[config.mk]
export PLATFORM = sky130hd
export DESIGN_NAME = uart_rx_fifo
export DESIGN_NICKNAME = d
export VERILOG_FILES = /design/src/rtl/uart_rx_fifo.sv
export SDC_FILE = /design/constraint.sdc
export NUM_CORES = 1
export LEC_CHECK = 0
export CAP_MARGIN = 20
export CORE_MARGIN = 2
export CORE_UTILIZATION = 46
export DETAILED_ROUTE_END_ITERATION = 12
export GPL_ROUTABILITY_DRIVEN = 1
export GPL_TIMING_DRIVEN = 0
export PLACE_DENSITY = 0.66
export SLEW_MARGIN = 40
export SYNTH_ARGS = -nofsm -noshare
export SYNTH_HDL_FRONTEND = slang
export SYNTH_SLANG_ARGS = --single-unit
[constraint.sdc]
create_clock -name clk -period 2.44 [get_ports clk]
set_input_delay 0.244 -clock clk [delete_from_list [all_inputs] [get_ports clk]]
set_output_delay 0.244 -clock clk [all_outputs]
set_load 0.05 [all_outputs]
[src/rtl/uart_rx_fifo.sv]
// 8N1 UART receiver feeding a first-word-fall-through byte FIFO.
// Frame errors and FIFO overflows are reported as single-cycle pulses.
`timescale 1ns/1ps
module uart_rx_fifo #(
  parameter int CLKS_PER_BIT = 868,
  parameter int FIFO_DEPTH   = 8
) (
  input  logic                              clk,
  input  logic                              rstn,
  input  logic                              i_serial_rx,
  output logic [7:0]                        o_data,
  output logic                              o_valid,
  input  logic                              i_ready,
  output logic [$clog2(FIFO_DEPTH+1)-1:0]   o_count,
  output logic                              o_frame_err,
  output logic                              o_overflow
);

  localparam int CNT_W = $clog2(CLKS_PER_BIT);
  localparam int PTR_W = $clog2(FIFO_DEPTH);
  localparam int OCC_W = $clog2(FIFO_DEPTH + 1);
  localparam logic [CNT_W-1:0] HALF_BIT = CNT_W'(CLKS_PER_BIT / 2 - 1);
  localparam logic [CNT_W-1:0] FULL_BIT = CNT_W'(CLKS_PER_BIT - 1);
  localparam logic [OCC_W-1:0] FULL_OCC = OCC_W'(FIFO_DEPTH);

  typedef enum logic [2:0] {IDLE, START, DATA, STOP, WAIT_IDLE} state_t;

  state_t           state;
  logic [CNT_W-1:0] bit_cnt;
  logic [2:0]       bit_idx;
  logic [7:0]       shift_reg;
  logic             rx_meta;
  logic             rxs;

  logic [7:0]       mem [FIFO_DEPTH];
  logic [PTR_W-1:0] wr_ptr;
  logic [PTR_W-1:0] rd_ptr;

  logic             push;
  logic             pop;
  logic             full;
  logic             wr_en;

  always_ff @(posedge clk or negedge rstn) begin
    if (!rstn) begin
      rx_meta <= 1'b1;
      rxs     <= 1'b1;
    end else begin
      rx_meta <= i_serial_rx;
      rxs     <= rx_meta;
    end
  end

  // Every bit-period decision is taken on the cycle the down-counter sits at zero.
  always_ff @(posedge clk or negedge rstn) begin
    if (!rstn) begin
      state       <= IDLE;
      bit_cnt     <= '0;
      bit_idx     <= '0;
      shift_reg   <= '0;
      o_frame_err <= 1'b0;
    end else begin
      o_frame_err <= 1'b0;
      case (state)
        IDLE: begin
          if (!rxs) begin
            bit_cnt <= HALF_BIT;
            state   <= START;
          end
        end
        START: begin
          if (bit_cnt != '0) begin
            bit_cnt <= bit_cnt - 1'b1;
          end else if (rxs) begin
            state <= IDLE;
          end else begin
            bit_cnt <= FULL_BIT;
            bit_idx <= '0;
            state   <= DATA;
          end
        end
        DATA: begin
          if (bit_cnt != '0) begin
            bit_cnt <= bit_cnt - 1'b1;
          end else begin
            shift_reg <= {rxs, shift_reg[7:1]};
            bit_cnt   <= FULL_BIT;
            if (bit_idx == 3'd7) state <= STOP;
            else                 bit_idx <= bit_idx + 1'b1;
          end
        end
        STOP: begin
          if (bit_cnt != '0) begin
            bit_cnt <= bit_cnt - 1'b1;
          end else if (rxs) begin
            state <= IDLE;
          end else begin
            o_frame_err <= 1'b1;
            state       <= WAIT_IDLE;
          end
        end
        WAIT_IDLE: begin
          if (rxs) state <= IDLE;
        end
        default: state <= IDLE;
      endcase
    end
  end

  // The byte is written on the stop-sample edge itself so it is visible next cycle.
  assign push    = (state == STOP) && (bit_cnt == '0) && rxs;
  assign o_valid = (o_count != '0);
  assign pop     = o_valid && i_ready;
  assign full    = (o_count == FULL_OCC);
  assign wr_en   = push && (!full || pop);
  assign o_data  = o_valid ? mem[rd_ptr] : 8'h00;

  always_ff @(posedge clk) begin
    if (wr_en) mem[wr_ptr] <= shift_reg;
  end

  always_ff @(posedge clk or negedge rstn) begin
    if (!rstn) begin
      wr_ptr     <= '0;
      rd_ptr     <= '0;
      o_count    <= '0;
      o_overflow <= 1'b0;
    end else begin
      o_overflow <= push && full && !pop;
      if (wr_en) wr_ptr <= wr_ptr + 1'b1;
      if (pop)   rd_ptr <= rd_ptr + 1'b1;
      case ({wr_en, pop})
        2'b10:   o_count <= o_count + 1'b1;
        2'b01:   o_count <= o_count - 1'b1;
        default: o_count <= o_count;
      endcase
    end
  end

endmodule

==> results_dict.tcl, run 1 <==
set metrics [dict create \
    worstMarginPinSlew_ns 0.693 \
    fmax_ghz 0.428 \
    hold_path_class "in -> reg" \
    largest_reg_flops 64 \
    row_count 36 \
    hold_viol_final 0 \
    r2r_start "bit_cnt[0]$_DFFE_PN0P_" \
    die-area_sq_um 10700 \
    grt_util_met2 0.260 \
    period_share 0.958 \
    worst-endpoint-arrival_ns 2.39 \
    wl_mm 7.86 \
    holdPathStages 1 \
    cts.sinks 102 \
    gr-total-overflow 0 \
    initial_core_util 0.471 \
    hold_path_end "rx_meta$_DFF_PN1_" \
    cts_tree "done" \
    async_reset_ff_frac 0.373 \
    use_met3 0.0315 \
    hp-start "i_serial_rx" \
    htreeDepth 3 \
    syn_area_per_cell_sq_um 15.5 \
    finalClockSkew_ns 0.0173 \
    syn_inst 295 \
    portBuffers 18 \
    ys_top_cells_by_count "edfxtp_1, dfrtp_1, nor2_1" \
    antennaDiodeCount 0 \
    antenna_found_initial 0 \
    dpl.hpwl_mm 5.31 \
    drv_slew 0 \
    start_kind "flip-flop" \
    r2r_slack_ns 0.10 \
    fill_cells 789 \
    numCtsBuffers 9 \
    end_kind "flip-flop" \
    setup-violations-final 0 \
    synthAdderAreaFrac 0.0165 \
    leakagePower_uw 0.00199 \
    ir_drop_uv 393 \
    placed_cells 446 \
    synth-main-ff-cell "edfxtp_1" \
    die_w_um 104 \
    path_clk_slew_ns 0.10 \
    die_h_um 104 \
    startpoint "bit_cnt[0]$_DFFE_PN0P_" \
    synthTopCellsByArea "edfxtp_1, dfrtp_1, mux4_2, mux2_4, nor2_1" \
    syn_to_final_growth_pct 14.1 \
    synth_top_area_share 0.422 \
    grt_usage 0.157 \
    gp_congestion 0.828 \
    grt_use_met1 0.210 \
    core_sq_um 9680 \
    synth_top_family_by_area "multiplexers" \
    synth-compound-area-share 0.0634 \
    dr.pass1.iters 4 \
    relSlewSlack 0.538 \
    io_pins 19 \
    via_per_inst 5.35 \
    synthSimpleGateAreaFrac 0.120 \
    finalNetCount 339 \
    grt_max_degree 39 \
    synth-seq-area-share 0.631 \
    cts_max_path_buffers 2 \
    insertion_delay_ns 0.37 \
    post-synth-top-count-cell "edfxtp_1" \
    design_area_sq_um 5200 \
    vias 2499 \
    maxCapViolCount 0 \
    total_power_uw 4560 \
    final_cells 467 \
    ff2ff_path_depth 7 \
    ys_warn_count 0 \
    pwr_density_cell_nw_per_um2 877 \
    required_ns 2.49 \
    post-route-min-period_ns 2.34 \
    synth_nets 305 \
    netlist_area_sq_um 4560 \
    drive_gt1_frac 0.311 \
    synth.largest_area_cell "edfxtp_1" \
    postRouteAntennaNets 0 \
    top_usage_layer "met2" \
    critPathKind "reg -> reg" \
    clockRootBuffer "clkbuf_8" \
    grt_pass1_wl_mm 13.2 \
    status "complete, no violations" \
    synth_xor_area_frac 0.0173 \
    ys_types 59 \
    path_max_fanout 8 \
    dr.first_iter.drc_count 118 \
    wl_per_cell_um 16.8 \
    synth_edf_count 64 \
    synth.area.mux_share 0.136 \
    ys_ff_latch 102 \
    grt_pass1_vias 2572 \
    place_area_sq_um 4910 \
    drc_errors 0 \
    r2r_end "mem[7][0]$_DFFE_PP_" \
]
cells by family after synthesis:
kind of cell,count (synthesis)
buf+inv,16
simple gates,83
fa+ha+maj,6
xor+xnor,9
compound gates,42
flops,102
mux,37
routing by layer:
| metal | share of wire | routed length [um] |
|---|---|---|
| met4 | 0.012 | 95 |
| met1 | 0.46 | 3640 |
| met3 | 0.022 | 175 |
| met2 | 0.50 | 3940 |
| met5 | 0 | 0 |
cells in the final DEF (no fill, tap or decap), types with 4 or more instances in the layout:
master           instances
nor2_1                  28
clkbuf_8                 9
xnor2_1                  5
edfxtp_1                64
mux2i_1                  9
mux2_4                   9
nor3_1                   4
xor2_1                   4
nor3_4                   4
o21ai_0                  7
nand3_1                  5
a21oi_1                  7
o21ai_1                  6
clkdlybuf4s50_1          8
nor2_4                   9
nand2b_1                 4
nand2_1                  6
inv_1                    4
buf_4                    4
mux4_2                  16
buf_2                   12
ha_1                     6
dfrtp_1                 33
critical path, stage by stage (launching register included):
cell and delay [ns]:
dfrtp_2 0.45, inv_1 0.06, ha_1 0.19, nor4b_4 0.23, buf_4 0.16, nand4_2 0.13, or3b_4 0.50, nor2_4 0.31
what timing repair did:
action                                  in CTS  in global routing
endpoints found under the setup margin      74                 30
resized for setup                           52                 10
hold buffers                                 1                  0
pin swaps                                    1                  3
endpoints found under the hold margin       36                  0
buffers inserted                             3                  2
cell type report:
cell class | instances | area, sq um | area share
plain buffers | 10 | 70.1 | 0.0135
repair buffers | 24 | 209 | 0.0402
multi-input cells | 177 | 1670 | 0.322
well taps | 133 | 166 | 0.0320
clock buffers | 10 | 128 | 0.0245
inverters | 5 | 18.8 | 0.00361
clock inverters | 6 | 56.3 | 0.0108
flip-flops and latches | 102 | 2880 | 0.554
stage by stage:
| stage | util | setup slack, ns | hold slack, ns | setup TNS [ns] |
|---|---|---|---|---|
| floorplan | - | 0.0207 | -0.0516 | 0 |
| global placement | 0.507 | -0.404 | 0.351 | -21.74 |
| detailed placement | 0.507 | -0.442 | 0.241 | -22.84 |
| CTS | 0.533 | -0.174 | 0.267 | -0.174 |
| global route | 0.537 | -0.00280 | 0.266 | -0.00280 |
| finish | 0.537 | 0.103 | 0.284 | 0 |
where the power goes:
part           total (uW)  leakage [uW]  internal [uW]  switching (uW)
sequential           1960       0.00107           1880            84.4
combinational        1590      0.000821            633             960
clock                1010     0.0000909            393             613
worst max-delay path by stage:
stage                             endpoint
finish                 mem[7][0]$_DFFE_PP_
global route                     o_data[4]
CTS                              o_data[7]
detailed placement     mem[7][5]$_DFFE_PP_
global placement                 o_data[7]
floorplan           o_count[1]$_DFFE_PN0P_
No activity file was read; power rests on OpenSTA's default activity.
==> inputs of run 2 (changes only) <==
--- a/config.mk
+++ b/config.mk
@@ -6,12 +6,12 @@
 export NUM_CORES = 1
 export LEC_CHECK = 0
 export CAP_MARGIN = 20
-export CORE_MARGIN = 2
-export CORE_UTILIZATION = 46
+export CORE_MARGIN = 10
+export CORE_UTILIZATION = 40
 export DETAILED_ROUTE_END_ITERATION = 12
 export GPL_ROUTABILITY_DRIVEN = 1
 export GPL_TIMING_DRIVEN = 0
-export PLACE_DENSITY = 0.66
+export PLACE_DENSITY = 0.59
 export SLEW_MARGIN = 40
 export SYNTH_ARGS = -nofsm -noshare
 export SYNTH_HDL_FRONTEND = slang
==> results_dict.tcl, run 2 (synthesis results as in run 1) <==
set metrics [dict create \
    swShare 0.338 \
    leakagePower_uw 0.00208 \
    grt_usage 0.105 \
    gr-total-overflow 0 \
    final_cell_mix "edfxtp_1, dfrtp_1, nor2_1, mux4_2, buf_2" \
    pwr-share-clk 0.308 \
    placed_cells 453 \
    die_w_um 127 \
    p_comb_frac 0.315 \
    initial_core_util 0.415 \
    core_sq_um 11000 \
    period_share 0.967 \
    worstMarginPinSlew_ns 0.747 \
    antenna_found_initial 0 \
    cts.sinks 102 \
    portBuffers 18 \
    grt_max_degree 39 \
    status "complete, no violations" \
    finalNetCount 343 \
    power.net_switching_uw 1760 \
    die-area_sq_um 16100 \
    required_ns 2.49 \
    critPathKind "reg -> reg" \
    clockRootBuffer "clkbuf_16" \
    post-route-min-period_ns 2.36 \
    pwr_density_cell_nw_per_um2 963 \
    die_h_um 127 \
    dr.pass1.iters 5 \
    antennaDiodeCount 0 \
    io_pins 19 \
    vias 2523 \
    maxCapViolCount 0 \
    finalClockSkew_ns 0.0150 \
    place_area_sq_um 4920 \
    hold_viol_final 0 \
    postRouteAntennaNets 0 \
    end_kind "flip-flop" \
    mostFrequentLayoutCell "edfxtp_1" \
    rsz0062_at_grt "true" \
    internal-power_uw 3450 \
    cts_tree "done" \
    start_kind "flip-flop" \
    path_max_fanout 8 \
    endpoint "mem[1][3]$_DFFE_PP_" \
    drc_errors 0 \
    ff2ff_path_depth 6 \
    fill_cells 894 \
    cts_max_path_buffers 2 \
    final_cells 478 \
    ir_drop_uv 538 \
    row_count 38 \
    grt_pass1_wl_mm 13.8 \
    startpoint "bit_cnt[5]$_DFFE_PN0P_" \
    drv_slew 0 \
    fmax_ghz 0.424 \
    r2r_end "mem[1][3]$_DFFE_PP_" \
    wl_per_cell_um 17.7 \
    design_area_sq_um 5410 \
    grt_pass1_vias 2578 \
    htreeDepth 3 \
    numCtsBuffers 9 \
    largest_reg_flops 64 \
    wl_mm 8.48 \
    drive_gt1_frac 0.320 \
    seqPwrFrac 0.377 \
    syn_to_final_growth_pct 18.7 \
    insertion_delay_ns 0.34 \
    dr.first_iter.drc_count 208 \
    r2r_start "bit_cnt[5]$_DFFE_PN0P_" \
    relSlewSlack 0.502 \
    setup-violations-final 0 \
    r2r_slack_ns 0.08 \
    worst-endpoint-arrival_ns 2.41 \
    hold_path_class "in -> reg" \
    gp_congestion 0.794 \
    dpl.hpwl_mm 5.50 \
    via_per_inst 5.28 \
    path_clk_slew_ns 0.08 \
]
[run 2: cell count changes in the layout (fill, tap and decap cells not counted), moves of 2 or more]
cell,before,now
clkbuf_16,0,9
inv_6,1,3
nand4_4,0,2
clkbuf_8,9,0
buf_4,4,8
clkinv_4,2,0
nand4_2,2,0
bufinv_16,0,2
[run 2: layout make-up]
type / count / area [sq um] / share of cell area
tap: 140 / 175 / 0.0324
buffer: 10 / 73.8 / 0.0136
timing repair buffer: 28 / 239 / 0.0442
multi-input combinational: 177 / 1690 / 0.313
sequential: 102 / 2880 / 0.532
clock inverter: 7 / 109 / 0.0201
clock buffer: 9 / 225 / 0.0416
inverter: 5 / 18.8 / 0.00347
[run 2: what timing repair did]
action	CTS	global route
hold buffers	1	0
pin swaps	2	3
setup endpoints to repair	75	26
resized for setup	54	12
setup buffers	5	4
hold endpoints to repair	36	0
[run 2: critical path: stages (launching register included)]
cell     delay [ns]
dfrtp_2        0.45
or3_4          0.45
nor2_8         0.17
nand4_4        0.12
or3b_4         0.49
nor3_4         0.20
buf_12         0.17
[run 2: layer usage]
metal | track usage | vias to the layer above | wire length, um
li1 | - | 1208 | -
met1 | 0.141 | 1279 | 4110
met2 | 0.164 | 28 | 4070
met3 | 0.0262 | 8 | 230
met4 | 0.0322 | 0 | 72
met5 | 0 | - | 0
[run 2: through the flow]
| step | utilization | setup WS, ns | setup TNS, ns | power (uW) | hold WS, ns |
|---|---|---|---|---|---|
| 5_1_grt | 0.493 | -0.0252 | -0.0252 | 5460 | 0.308 |
| 6_report | 0.493 | 0.0811 | 0 | 5210 | 0.312 |
| 2_1_floorplan | - | 0.0207 | 0 | 3250 | -0.0516 |
| 3_3_place_gp | 0.448 | -0.521 | -24.92 | 3730 | 0.346 |
| 4_1_cts | 0.488 | -0.163 | -0.163 | 5240 | 0.305 |
| 3_5_place_dp | 0.448 | -0.507 | -28.56 | 3740 | 0.256 |
[run 2: power by group through the flow]
stage / sequential (uW) / combinational [uW] / clock, uW
floorplan: 2050 / 1200 / 0
detailed placement: 1970 / 1770 / 0
global route: 1980 / 1780 / 1700
finish: 1960 / 1640 / 1610
global placement: 1970 / 1770 / 0
CTS: 1960 / 1660 / 1620
[run 2: how the worst min path moves through the flow]
stage,startpoint,end,slack [ns],cells past startpoint
6_report,i_serial_rx,rx_meta$_DFF_PN1_,0.31,1
5_1_grt,i_serial_rx,rx_meta$_DFF_PN1_,0.31,1
3_3_place_gp,rx_meta$_DFF_PN1_,rxs$_DFF_PN1_,0.35,0
3_5_place_dp,rstn,bit_cnt[4]$_DFFE_PN0P_,0.26,1
4_1_cts,i_serial_rx,rx_meta$_DFF_PN1_,0.30,1
2_1_floorplan,rstn,bit_cnt[0]$_DFFE_PN0P_,-0.05,0
